[config.mk]
export PLATFORM = sky130hd
export DESIGN_NAME = uart_rx_datapath
export DESIGN_NICKNAME = d
export VERILOG_FILES = /design/src/rtl/uart_pkg.sv /design/src/rtl/uart_rx_sync.sv /design/src/rtl/uart_rx_datapath.sv
export SDC_FILE = /design/constraint.sdc
export NUM_CORES = 1
export LEC_CHECK = 0
export CELL_PAD_IN_SITES_DETAIL_PLACEMENT = 1
export CELL_PAD_IN_SITES_GLOBAL_PLACEMENT = 2
export CORE_MARGIN = 4
export CORE_UTILIZATION = 34
export CTS_BUF_LIST = sky130_fd_sc_hd__clkbuf_8
export DETAILED_ROUTE_END_ITERATION = 8
export PLACE_DENSITY = 0.88
export REMOVE_ABC_BUFFERS = 1
export SYNTH_ARGS = -nofsm -noshare
export SYNTH_HDL_FRONTEND = slang
export SYNTH_SLANG_ARGS = --single-unit
[constraint.sdc]
create_clock -name clock -period 1.6 [get_ports clock]
set_input_delay 0.32 -clock clock [delete_from_list [all_inputs] [get_ports clock]]
set_output_delay 0.32 -clock clock [all_outputs]
set_load 0.01 [all_outputs]
[src/rtl/uart_pkg.sv]
// Shared constants for the UART receive path: default frame width, parity modes
// and the idle level of the serial line.
package uart_pkg;
    localparam int   DATA_BITS_DEFAULT = 8;
    localparam logic PARITY_EVEN       = 1'b0;
    localparam logic PARITY_ODD        = 1'b1;
    localparam logic LINE_IDLE         = 1'b1;
endpackage

[src/rtl/uart_rx_sync.sv]
// Two-flop synchronizer for the asynchronous serial line. Both flops reset to
// the idle line level so that no false start bit is seen coming out of reset.
module uart_rx_sync
    import uart_pkg::*;
(
    input  logic clock,
    input  logic reset,
    input  logic d,
    output logic q
);
    logic meta_q, meta_d;
    logic sync_q, sync_d;

    always_comb begin
        meta_d = d;
        sync_d = meta_q;
    end

    always_ff @(posedge clock or negedge reset) begin
        if (!reset) begin
            meta_q <= LINE_IDLE;
            sync_q <= LINE_IDLE;
        end else begin
            meta_q <= meta_d;
            sync_q <= sync_d;
        end
    end

    assign q = sync_q;
endmodule

[src/rtl/uart_rx_datapath.sv]
// UART receive datapath: start detect, LSB-first shifter, parity/stop checks and
// a one-deep output holding register. Define UART_RX_SYNC_EN to add a line synchronizer.
module uart_rx_datapath #(
    parameter int   DATA_BITS  = uart_pkg::DATA_BITS_DEFAULT,
    parameter logic PARITY_ODD = 1'b0
) (
    input  logic                 clock,
    input  logic                 reset,
    input  logic                 rx_in,
    input  logic                 rx_shift,
    input  logic                 parity_load,
    input  logic                 check_stop,
    input  logic                 data_ready,
    output logic                 start_detect,
    output logic                 parity_error,
    output logic [DATA_BITS-1:0] rx_data,
    output logic                 data_valid,
    output logic                 framing_error,
    output logic                 overrun
);
    logic rx_s;

`ifdef UART_RX_SYNC_EN
    uart_rx_sync u_sync (
        .clock (clock),
        .reset (reset),
        .d     (rx_in),
        .q     (rx_s)
    );
`else
    assign rx_s = rx_in;
`endif

    logic                 idle_q, idle_d;
    logic [DATA_BITS-1:0] shift_q, shift_d;
    logic [DATA_BITS-1:0] data_q, data_d;
    logic                 valid_q, valid_d;
    logic                 ferr_q, ferr_d;
    logic                 overrun_q, overrun_d;
    logic                 slot_free;

    always_comb begin
        start_detect = idle_q & ~rx_s;
        parity_error = parity_load & ((^shift_q) ^ rx_s ^ PARITY_ODD);
        // The holding register is free if empty or being consumed this very edge.
        slot_free    = ~valid_q | data_ready;

        idle_d    = idle_q;
        shift_d   = shift_q;
        data_d    = data_q;
        valid_d   = valid_q;
        ferr_d    = 1'b0;
        overrun_d = overrun_q;

        if (check_stop || parity_error) begin
            idle_d = 1'b1;
        end else if (start_detect) begin
            idle_d = 1'b0;
        end

        if (rx_shift) begin
            shift_d = {rx_s, shift_q[DATA_BITS-1:1]};
        end

        if (valid_q && data_ready) begin
            valid_d = 1'b0;
        end

        if (check_stop) begin
            if (rx_s) begin
                if (slot_free) begin
                    data_d  = shift_q;
                    valid_d = 1'b1;
                end else begin
                    overrun_d = 1'b1;
                end
            end else begin
                ferr_d = 1'b1;
            end
        end
    end

    always_ff @(posedge clock or negedge reset) begin
        if (!reset) begin
            idle_q    <= 1'b1;
            shift_q   <= '0;
            data_q    <= '0;
            valid_q   <= 1'b0;
            ferr_q    <= 1'b0;
            overrun_q <= 1'b0;
        end else begin
            idle_q    <= idle_d;
            shift_q   <= shift_d;
            data_q    <= data_d;
            valid_q   <= valid_d;
            ferr_q    <= ferr_d;
            overrun_q <= overrun_d;
        end
    end

    assign rx_data       = data_q;
    assign data_valid    = valid_q;
    assign framing_error = ferr_q;
    assign overrun       = overrun_q;
endmodule

---- After elaboration in Yosys (flattened, before gate mapping) ----
Index checks and enable logic that the tools add are counted.
operators by class
  bitwise gates (word level) .............. 7
  muxes and demuxes ....................... 8
  reductions and logical operators ........ 6
operators by type and width
  cell                 count
  $mux W1              8
  $reduce_xor A8 Y1    1
  $reduce_and A3 Y1    2
  $not A1 Y1           3
  $and A1 B1 Y1        2
  $reduce_bool A2 Y1   1
  $logic_and A1 B1 Y1  1
  $logic_or A1 B1 Y1   1
  $or A1 B1 Y1         1
  $xor A1 B1 Y1        1
storage, ports and cells
  register bits ........................... 20
  output and inout bits ................... 13
  word-level logic and storage cells ...... 27

---- Logic depth before layout (Yosys ltp) ----
Gate-level depths: netlist of the first run.
  depth after elaboration ................. 5
  mapped depth ............................ 4
  mapped depth without buffers ............ 4

---- Worst setup path before layout of the first run ----
OpenSTA, ideal clock, no wires.
  kind .................................... register to output
  start point ............................. register shift_q[4]
  end point ............................... output parity_error
  path slack .............................. 54 ps
  data required time ...................... 1280 ps
  buffers on the path ..................... 0
  cell stages (with the launch flop) ...... 4
  arrival ................................. 1226 ps
  cell sequence ........................... dfrtp_1 -> xor2_1 -> xnor3_1 -> mux2i_1
on the way
  word-level cells in the longest chain between the ends .. 3
ends and longest elaborated chain
  what                      line                    text
  start: declaration        uart_rx_datapath.sv:35  logic [DATA_BITS-1:0] shift_q, shift_d;
  start signal: assignment  uart_rx_datapath.sv:93  shift_q <= shift_d;
  $reduce_xor A8 Y1         uart_rx_datapath.sv:44  parity_error = parity_load & ((^shift_q) ^ rx_s ^ PARITY_ODD);
  $xor A1 B1 Y1             uart_rx_datapath.sv:44
  $and A1 B1 Y1             uart_rx_datapath.sv:44
  end: declaration          uart_rx_datapath.sv:15  output logic parity_error,
Every way passes these cells.

---- Worst setup path in the final report of the first run ----
  start point ............................. register shift_q[5]
  end point ............................... output parity_error
Same word-level chain as after synthesis.

==> run_summary.xml, run 1 <==
<?xml version="1.0" encoding="UTF-8"?>
<metrics>
  <group name="logic_synthesis">
    <metric name="post_synth_fa_ha_maj_area_fraction" unit="%">0</metric>
    <metric name="synth-seq-area-share" unit="%">60.12</metric>
    <metric name="share_of_the_synthesized_netlist_area_taken_by_xor_and_xnor_gates" unit="%">8.546</metric>
    <metric name="yosys.area_share.simple" unit="%">5.097</metric>
    <metric name="postSynthAreaPerCell" unit="µm²">15.17</metric>
    <metric name="synthesis.yosys.warnings" unit="">0</metric>
    <metric name="ys_types" unit="">17</metric>
    <metric name="synth_cells" unit="">55</metric>
    <metric name="synthesis.area" unit="µm²">834.6</metric>
    <metric name="synth_top_family_by_area" unit="">multiplexers</metric>
    <metric name="ys_seq_elements" unit="">20</metric>
    <metric name="muxShareOfSynthArea" unit="%">22.79</metric>
    <metric name="synth_compound_area_share" unit="%">1.949</metric>
  </group>
  <group name="route">
    <metric name="route.vias.total" unit="">560</metric>
    <metric name="route.detailed.vias_per_inst" unit="">4.628</metric>
    <metric name="drtPass1Iterations" unit="">3</metric>
    <metric name="drt_iter0_drc" unit="">4</metric>
    <metric name="wirelength" unit="µm">1891</metric>
    <metric name="detail_route.wl_per_cell" unit="µm">15.63</metric>
    <metric name="drtAntennaViolNets" unit="">0</metric>
    <metric name="drc" unit="">0</metric>
  </group>
  <group name="critical_path">
    <metric name="critPathCaptureType" unit="">output port</metric>
    <metric name="reg2reg_to" unit="">idle_q</metric>
    <metric name="rr_worst_depth" unit="">6</metric>
    <metric name="register_to_register_path_setup_slack" unit="ns">-0.13</metric>
    <metric name="worstPathRequired" unit="ns">1.28</metric>
    <metric name="worst-path-max-fanout" unit="">2</metric>
    <metric name="worstPathArrival" unit="ns">1.66</metric>
    <metric name="r2r-start" unit="">shift_q[4]</metric>
    <metric name="path_class" unit="">reg -&gt; out</metric>
    <metric name="worst_setup_path_start_kind" unit="">flip-flop</metric>
  </group>
  <group name="place">
    <metric name="globalplace.congestion" unit="">0.7056</metric>
    <metric name="detailed_place_hpwl" unit="µm">1329</metric>
    <metric name="portBuffers" unit="">19</metric>
    <metric name="dpl.cell_count" unit="">114</metric>
  </group>
  <group name="floorplanning">
    <metric name="placementRows" unit="">17</metric>
    <metric name="fp.dieArea" unit="µm²">3311</metric>
    <metric name="die_x" unit="µm">57.55</metric>
    <metric name="die_height" unit="µm">57.55</metric>
    <metric name="start_util" unit="%">36.67</metric>
    <metric name="floorplan.core_area" unit="µm²">2276</metric>
    <metric name="design.portCount" unit="">20</metric>
  </group>
  <group name="global_route">
    <metric name="antenna_found_initial" unit="">0</metric>
    <metric name="grt_pass1_vias" unit="">642</metric>
    <metric name="grt_max_degree" unit="">21</metric>
    <metric name="grt_pass1_wl" unit="µm">3049</metric>
    <metric name="grtUsageTotal" unit="%">12.48</metric>
    <metric name="overflow" unit="">0</metric>
  </group>
  <group name="sta">
    <metric name="final.setup.worst_slack" unit="ns">-0.3807</metric>
    <metric name="finalSetupViolCount" unit="">2</metric>
    <metric name="fmax" unit="GHz">0.5049</metric>
    <metric name="slew_viol_final" unit="">0</metric>
    <metric name="final.setup_skew" unit="ns">0.005568</metric>
    <metric name="post-route-min-period" unit="ns">1.981</metric>
    <metric name="final_hold_viol_count" unit="">0</metric>
    <metric name="period_share" unit="%">123.8</metric>
    <metric name="tightestPinTransition" unit="ns">0.3902</metric>
    <metric name="max_slew_margin" unit="%">73.90</metric>
    <metric name="rsz0062_at_grt" unit="">true</metric>
  </group>
  <group name="pwr">
    <metric name="internal_power" unit="mW">1.611</metric>
    <metric name="vdd_ir_drop_max" unit="mV">0.9737</metric>
    <metric name="leakagePower" unit="nW">0.5822</metric>
    <metric name="share_clk_of_total_power" unit="%">23.1</metric>
    <metric name="seq_power_share" unit="%">34.2</metric>
    <metric name="switching_share" unit="%">26.74</metric>
    <metric name="combPwrFrac" unit="%">42.7</metric>
    <metric name="p_per_area" unit="nW/µm²">1743</metric>
    <metric name="switching_power" unit="µW">587.9</metric>
  </group>
  <group name="clocking">
    <metric name="tritoncts.num_buffers" unit="">3</metric>
    <metric name="cts.sinks" unit="">20</metric>
    <metric name="largest_buffer_count_on_any_clock_path" unit="">2</metric>
    <metric name="clk-insertion-delay-late" unit="ns">0.26</metric>
    <metric name="h-tree-depth" unit="">1</metric>
    <metric name="clkTransAtPathRegs" unit="ns">0.08</metric>
    <metric name="cts_tree" unit="">built</metric>
    <metric name="clk_root_buffer_cell" unit="">sky130_fd_sc_hd__clkbuf_8</metric>
    <metric name="cts_hold_buf" unit="">0</metric>
  </group>
  <group name="layout">
    <metric name="layout.cells.most_common_list" unit="">19 x sky130_fd_sc_hd__dfrtp_1, 16 x sky130_fd_sc_hd__clkdlybuf4s50_1, 15 x sky130_fd_sc_hd__mux2_2, 15 x sky130_fd_sc_hd__buf_4</metric>
    <metric name="most_frequent_standard_cell_in_the_layout_excluding_fill_and_tap_cells" unit="">sky130_fd_sc_hd__dfrtp_1</metric>
    <metric name="post_route_cells_drive_above_1_share" unit="%">44.09</metric>
    <metric name="stdcell_count" unit="">121</metric>
    <metric name="finalNetCount" unit="">101</metric>
    <metric name="antennaDiodeCount" unit="">0</metric>
    <metric name="post-route-util" unit="%">55.42</metric>
    <metric name="layout-area-overhead-vs-synth" unit="%">51.12</metric>
  </group>
  <group name="job">
    <metric name="max_cap_violations" unit="">0</metric>
  </group>
  <group name="run_status">
    <metric name="violated_checks" unit="">negative setup slack</metric>
    <metric name="run_status" unit="">complete, but fails checks</metric>
  </group>
  <group name="worst_hold_path">
    <metric name="worstHoldPathType" unit="">in -&gt; async</metric>
  </group>
</metrics>
per-stage QoR:
| step | worst slack (ns) | hold slack, ns | cell area, µm² | TNS (ns) | power [mW] |
|---|---|---|---|---|---|
| after floorplan | 0.05360 | 0.02441 | 825.8 | 0 | 1.136 |
| after global routing | -0.4477 | 0.4205 | 1261 | -0.6373 | 2.323 |
| after CTS | -0.3422 | 0.4109 | 1250 | -0.4369 | 2.159 |
| after global placement | -0.6541 | 0.4636 | 1156 | -2.553 | 1.551 |
| after detailed placement | -0.7287 | 0.4664 | 1156 | -3.116 | 1.592 |
| final | -0.3807 | 0.4027 | 1261 | -0.5120 | 2.199 |
layout make-up:
cell class,instances,area (µm²)
fillers,220,1015
flip-flops and latches,20,501.7
multi-input cells,32,331.6
repair buffers,36,317.8
clock buffers,3,41.29
well taps,28,35.03
clock inverters,1,30.03
inverters,1,3.754
worst max-delay path by stage:
stage | startpoint | to | slack (ns)
after floorplan | shift_q[4] | parity_error | 0.05
after detailed placement | rx_in | parity_error | -0.73
after CTS | shift_q[1] | parity_error | -0.34
after global placement | rx_in | parity_error | -0.65
after global routing | shift_q[5] | parity_error | -0.45
final | shift_q[5] | parity_error | -0.38
power groups by stage:
stage               registers, mW  logic (mW)  clock network (mW)
finish                      0.753       0.939               0.507
global route                0.775        1.01               0.539
CTS                         0.754       0.887               0.518
detailed placement          0.763       0.828                   0
global placement            0.750       0.801                   0
floorplan                   0.795       0.341                   0
flip-flops by register name (all words and copies together) (netlist names):
register and flops:
rx_data 8, shift_q 8, data_valid 1, framing_error 1, idle_q 1, overrun 1
timing repair:
| action | in CTS | in global routing |
|---|---|---|
| setup endpoints to repair | 3 | 8 |
| pin swaps | 1 | 2 |
| setup buffers | 2 | 1 |
| gates resized for setup | 9 | 4 |
logic make-up after synthesis:
kind of cell / after synthesis
AO/OA/AOI/OAI: 2
AND/OR/NAND/NOR: 8
buffers and inverters: 3
XOR/XNOR: 5
flip-flops: 20
multiplexers: 17
cells in the mapped netlist:
cell | instances | area share (%)
sky130_fd_sc_hd__a211o_1 | 1 | 1.0
sky130_fd_sc_hd__buf_2 | 1 | 0.60
sky130_fd_sc_hd__clkbuf_1 | 1 | 0.45
sky130_fd_sc_hd__dfrtp_1 | 19 | 57
sky130_fd_sc_hd__dfstp_2 | 1 | 3.1
sky130_fd_sc_hd__inv_1 | 1 | 0.45
sky130_fd_sc_hd__mux2_1 | 1 | 1.3
sky130_fd_sc_hd__mux2_2 | 15 | 20
sky130_fd_sc_hd__mux2i_1 | 1 | 1.2
sky130_fd_sc_hd__nand2_1 | 3 | 1.3
sky130_fd_sc_hd__nand2b_1 | 1 | 0.75
sky130_fd_sc_hd__nor2b_1 | 3 | 2.2
sky130_fd_sc_hd__o21bai_1 | 1 | 0.90
sky130_fd_sc_hd__or2_1 | 1 | 0.75
sky130_fd_sc_hd__xnor2_1 | 2 | 2.1
sky130_fd_sc_hd__xnor3_1 | 2 | 5.4
sky130_fd_sc_hd__xor2_1 | 1 | 1.0
critical path, cell delays in order (launching register included):
cell,delay [ns]
sky130_fd_sc_hd__dfrtp_1,0.37
sky130_fd_sc_hd__xnor3_1,0.43
sky130_fd_sc_hd__or2_1,0.24
sky130_fd_sc_hd__mux2i_2,0.19
sky130_fd_sc_hd__buf_2,0.17
metal layers:
layer,GRT usage (%),vias up,share of wire (%)
li1,-,262,-
met1,14.89,276,42
met2,19.84,16,51
met3,3.167,6,4.8
met4,7.947,0,3.0
met5,0,-,0
(Power assumes the default switching activity.)
==> run 2, diff against run 1 <==
CORE_MARGIN = 5   (was 4)
SLEW_MARGIN = 20   (was default)
==> run 2 against run 1 <==
Compared with the run above: the run still ends with negative setup slack left; clock skew is 0.0011 ns lower; sequential share of layout area increased by 1.9 points; hold slack got worse by 0.0069 ns; first-iteration DRC count fell by 50%; fmax is 2.8% higher; design area shrank 4.6%; critical path depth unchanged; global-route usage down 0.48 points; non-clock buffer count is 3 lower; core utilization shrank 5.5 points; critical endpoint unchanged; highest routed layer unchanged.
==> run_summary.xml, run 2 (synthesized netlist as in run 1, its figures left out) <==
<?xml version="1.0" encoding="UTF-8"?>
<metrics>
  <group name="sta">
    <metric name="final.setup.worst_slack" unit="ns">-0.3265</metric>
    <metric name="max_slew_margin" unit="%">73.73</metric>
    <metric name="final.setup_skew" unit="ns">0.004478</metric>
    <metric name="period_share" unit="%">120.4</metric>
    <metric name="post-route-min-period" unit="ns">1.926</metric>
    <metric name="tightestPinTransition" unit="ns">0.3928</metric>
    <metric name="finalHoldWorstSlack" unit="ns">0.3959</metric>
    <metric name="finalSetupViolCount" unit="">1</metric>
    <metric name="rsz0062_at_grt" unit="">true</metric>
    <metric name="final.setup.tns" unit="ns">-0.3265</metric>
    <metric name="final_hold_viol_count" unit="">0</metric>
    <metric name="slew_viol_final" unit="">0</metric>
    <metric name="fmax" unit="GHz">0.5191</metric>
  </group>
  <group name="route">
    <metric name="drtPass1Iterations" unit="">3</metric>
    <metric name="drc" unit="">0</metric>
    <metric name="detail_route.wl_per_cell" unit="µm">15.09</metric>
    <metric name="drt_iter0_drc" unit="">2</metric>
    <metric name="route.vias.total" unit="">556</metric>
    <metric name="wirelength" unit="µm">1811</metric>
    <metric name="drtAntennaViolNets" unit="">0</metric>
    <metric name="route.detailed.vias_per_inst" unit="">4.633</metric>
  </group>
  <group name="job">
    <metric name="max_cap_violations" unit="">0</metric>
  </group>
  <group name="floorplanning">
    <metric name="floorplan.core_area" unit="µm²">2410</metric>
    <metric name="die_x" unit="µm">59.55</metric>
    <metric name="die_height" unit="µm">59.55</metric>
    <metric name="start_util" unit="%">34.63</metric>
    <metric name="fp.dieArea" unit="µm²">3546</metric>
    <metric name="placementRows" unit="">18</metric>
    <metric name="design.portCount" unit="">20</metric>
  </group>
  <group name="critical_path">
    <metric name="r2r-start" unit="">shift_q[7]</metric>
    <metric name="worst-path-max-fanout" unit="">2</metric>
    <metric name="worstPathArrival" unit="ns">1.61</metric>
    <metric name="worst_setup_path_start_kind" unit="">flip-flop</metric>
    <metric name="critPathCaptureType" unit="">output port</metric>
    <metric name="register_to_register_path_setup_slack" unit="ns">0.05</metric>
    <metric name="worstPathRequired" unit="ns">1.28</metric>
    <metric name="worstSetupStartpoint" unit="">shift_q[7]</metric>
    <metric name="path_class" unit="">reg -&gt; out</metric>
  </group>
  <group name="global_route">
    <metric name="antenna_found_initial" unit="">0</metric>
    <metric name="grt_pass1_vias" unit="">657</metric>
    <metric name="grt_max_degree" unit="">21</metric>
    <metric name="grtUsageTotal" unit="%">12.00</metric>
    <metric name="grt_pass1_wl" unit="µm">3063</metric>
    <metric name="overflow" unit="">0</metric>
  </group>
  <group name="layout">
    <metric name="antennaDiodeCount" unit="">0</metric>
    <metric name="most_frequent_standard_cell_in_the_layout_excluding_fill_and_tap_cells" unit="">sky130_fd_sc_hd__dfrtp_1</metric>
    <metric name="layout-area-overhead-vs-synth" unit="%">44.23</metric>
    <metric name="layout.cells.most_common_list" unit="">19 x sky130_fd_sc_hd__dfrtp_1, 16 x sky130_fd_sc_hd__clkdlybuf4s50_1, 15 x sky130_fd_sc_hd__mux2_2</metric>
    <metric name="seqCellArea" unit="µm²">501.7</metric>
    <metric name="post-route-util" unit="%">49.95</metric>
    <metric name="finalNetCount" unit="">98</metric>
    <metric name="multi_input_area" unit="µm²">327.8</metric>
    <metric name="post_route_cells_drive_above_1_share" unit="%">38.89</metric>
    <metric name="fill_cells" unit="">251</metric>
  </group>
  <group name="clocking">
    <metric name="largest_buffer_count_on_any_clock_path" unit="">2</metric>
    <metric name="clk_root_buffer_cell" unit="">sky130_fd_sc_hd__clkbuf_8</metric>
    <metric name="cts.sinks" unit="">20</metric>
    <metric name="clk-insertion-delay-late" unit="ns">0.26</metric>
    <metric name="tritoncts.num_buffers" unit="">3</metric>
    <metric name="cts_hold_buf" unit="">0</metric>
    <metric name="h-tree-depth" unit="">1</metric>
    <metric name="cts_tree" unit="">built</metric>
    <metric name="clkTransAtPathRegs" unit="ns">0.07</metric>
  </group>
  <group name="place">
    <metric name="globalplace.congestion" unit="">0.6663</metric>
    <metric name="portBuffers" unit="">19</metric>
    <metric name="detailed_place_hpwl" unit="µm">1389</metric>
  </group>
  <group name="run_status">
    <metric name="run_status" unit="">complete, but fails checks</metric>
    <metric name="violated_checks" unit="">negative setup slack</metric>
  </group>
  <group name="pwr">
    <metric name="p_per_area" unit="nW/µm²">1565</metric>
    <metric name="fin_total_pwr" unit="mW">1.884</metric>
    <metric name="vdd_ir_drop_max" unit="mV">1.110</metric>
    <metric name="leakagePower" unit="nW">0.5520</metric>
  </group>
  <group name="worst_hold_path">
    <metric name="worstHoldPathType" unit="">in -&gt; async</metric>
  </group>
</metrics>
==> run 2: layout make-up <==
class                      instances  area share [%]
sequential                        20           41.68
multi-input combinational         32           27.23
timing repair buffer              33           23.91
clock buffer                       3           3.430
tap                               30           3.119
clock inverter                     1          0.3119
inverter                           1          0.3119
==> run 2: path summary, 6_finish.rpt <==
check,to,depth (start not counted)
setup / recovery,parity_error,4
hold / removal,rx_data[5],2
setup reg to reg,idle_q,5
hold reg to reg,rx_data[2],1
max in group asynchronous,idle_q,2
min in group clock,rx_data[2],1
==> run 2: through the flow <==
stage               cells  instance area (µm²)  worst slack [ns]
floorplan              53                825.8           0.05360
global placement      114                 1144           -0.6521
detailed placement    114                 1144           -0.7476
CTS                   120                 1204           -0.3456
global route          120                 1204           -0.4215
finish                120                 1204           -0.3265
==> run 2: per-layer routing <==
metal	part of all wire, %	routed length, µm	track usage, %
met1	40	725	14.11
met2	54	973	20.90
met3	3.9	70	3.486
met4	2.3	42	3.797
met5	0	0	0
==> run 2: critical path, cell delays in order, from the launching register on <==
cell and delay, ns:
sky130_fd_sc_hd__dfrtp_1 0.39, sky130_fd_sc_hd__xor2_1 0.16, sky130_fd_sc_hd__xnor3_1 0.42, sky130_fd_sc_hd__mux2i_1 0.20
sky130_fd_sc_hd__buf_2 0.17
==> run 2: timing repair <==
action | in CTS | in global routing
resized for setup | 7 | 0
buffers inserted | 2 | 0
endpoints found under the setup margin | 2 | 2
pin swaps | 3 | 2
==> run 2: where the power goes <==
group          leakage [nW]  switching (mW)  total (mW)  internal [mW]
sequential            0.235          0.0936       0.755          0.661
combinational         0.290           0.269       0.792          0.523
clock                0.0269           0.166       0.337          0.171
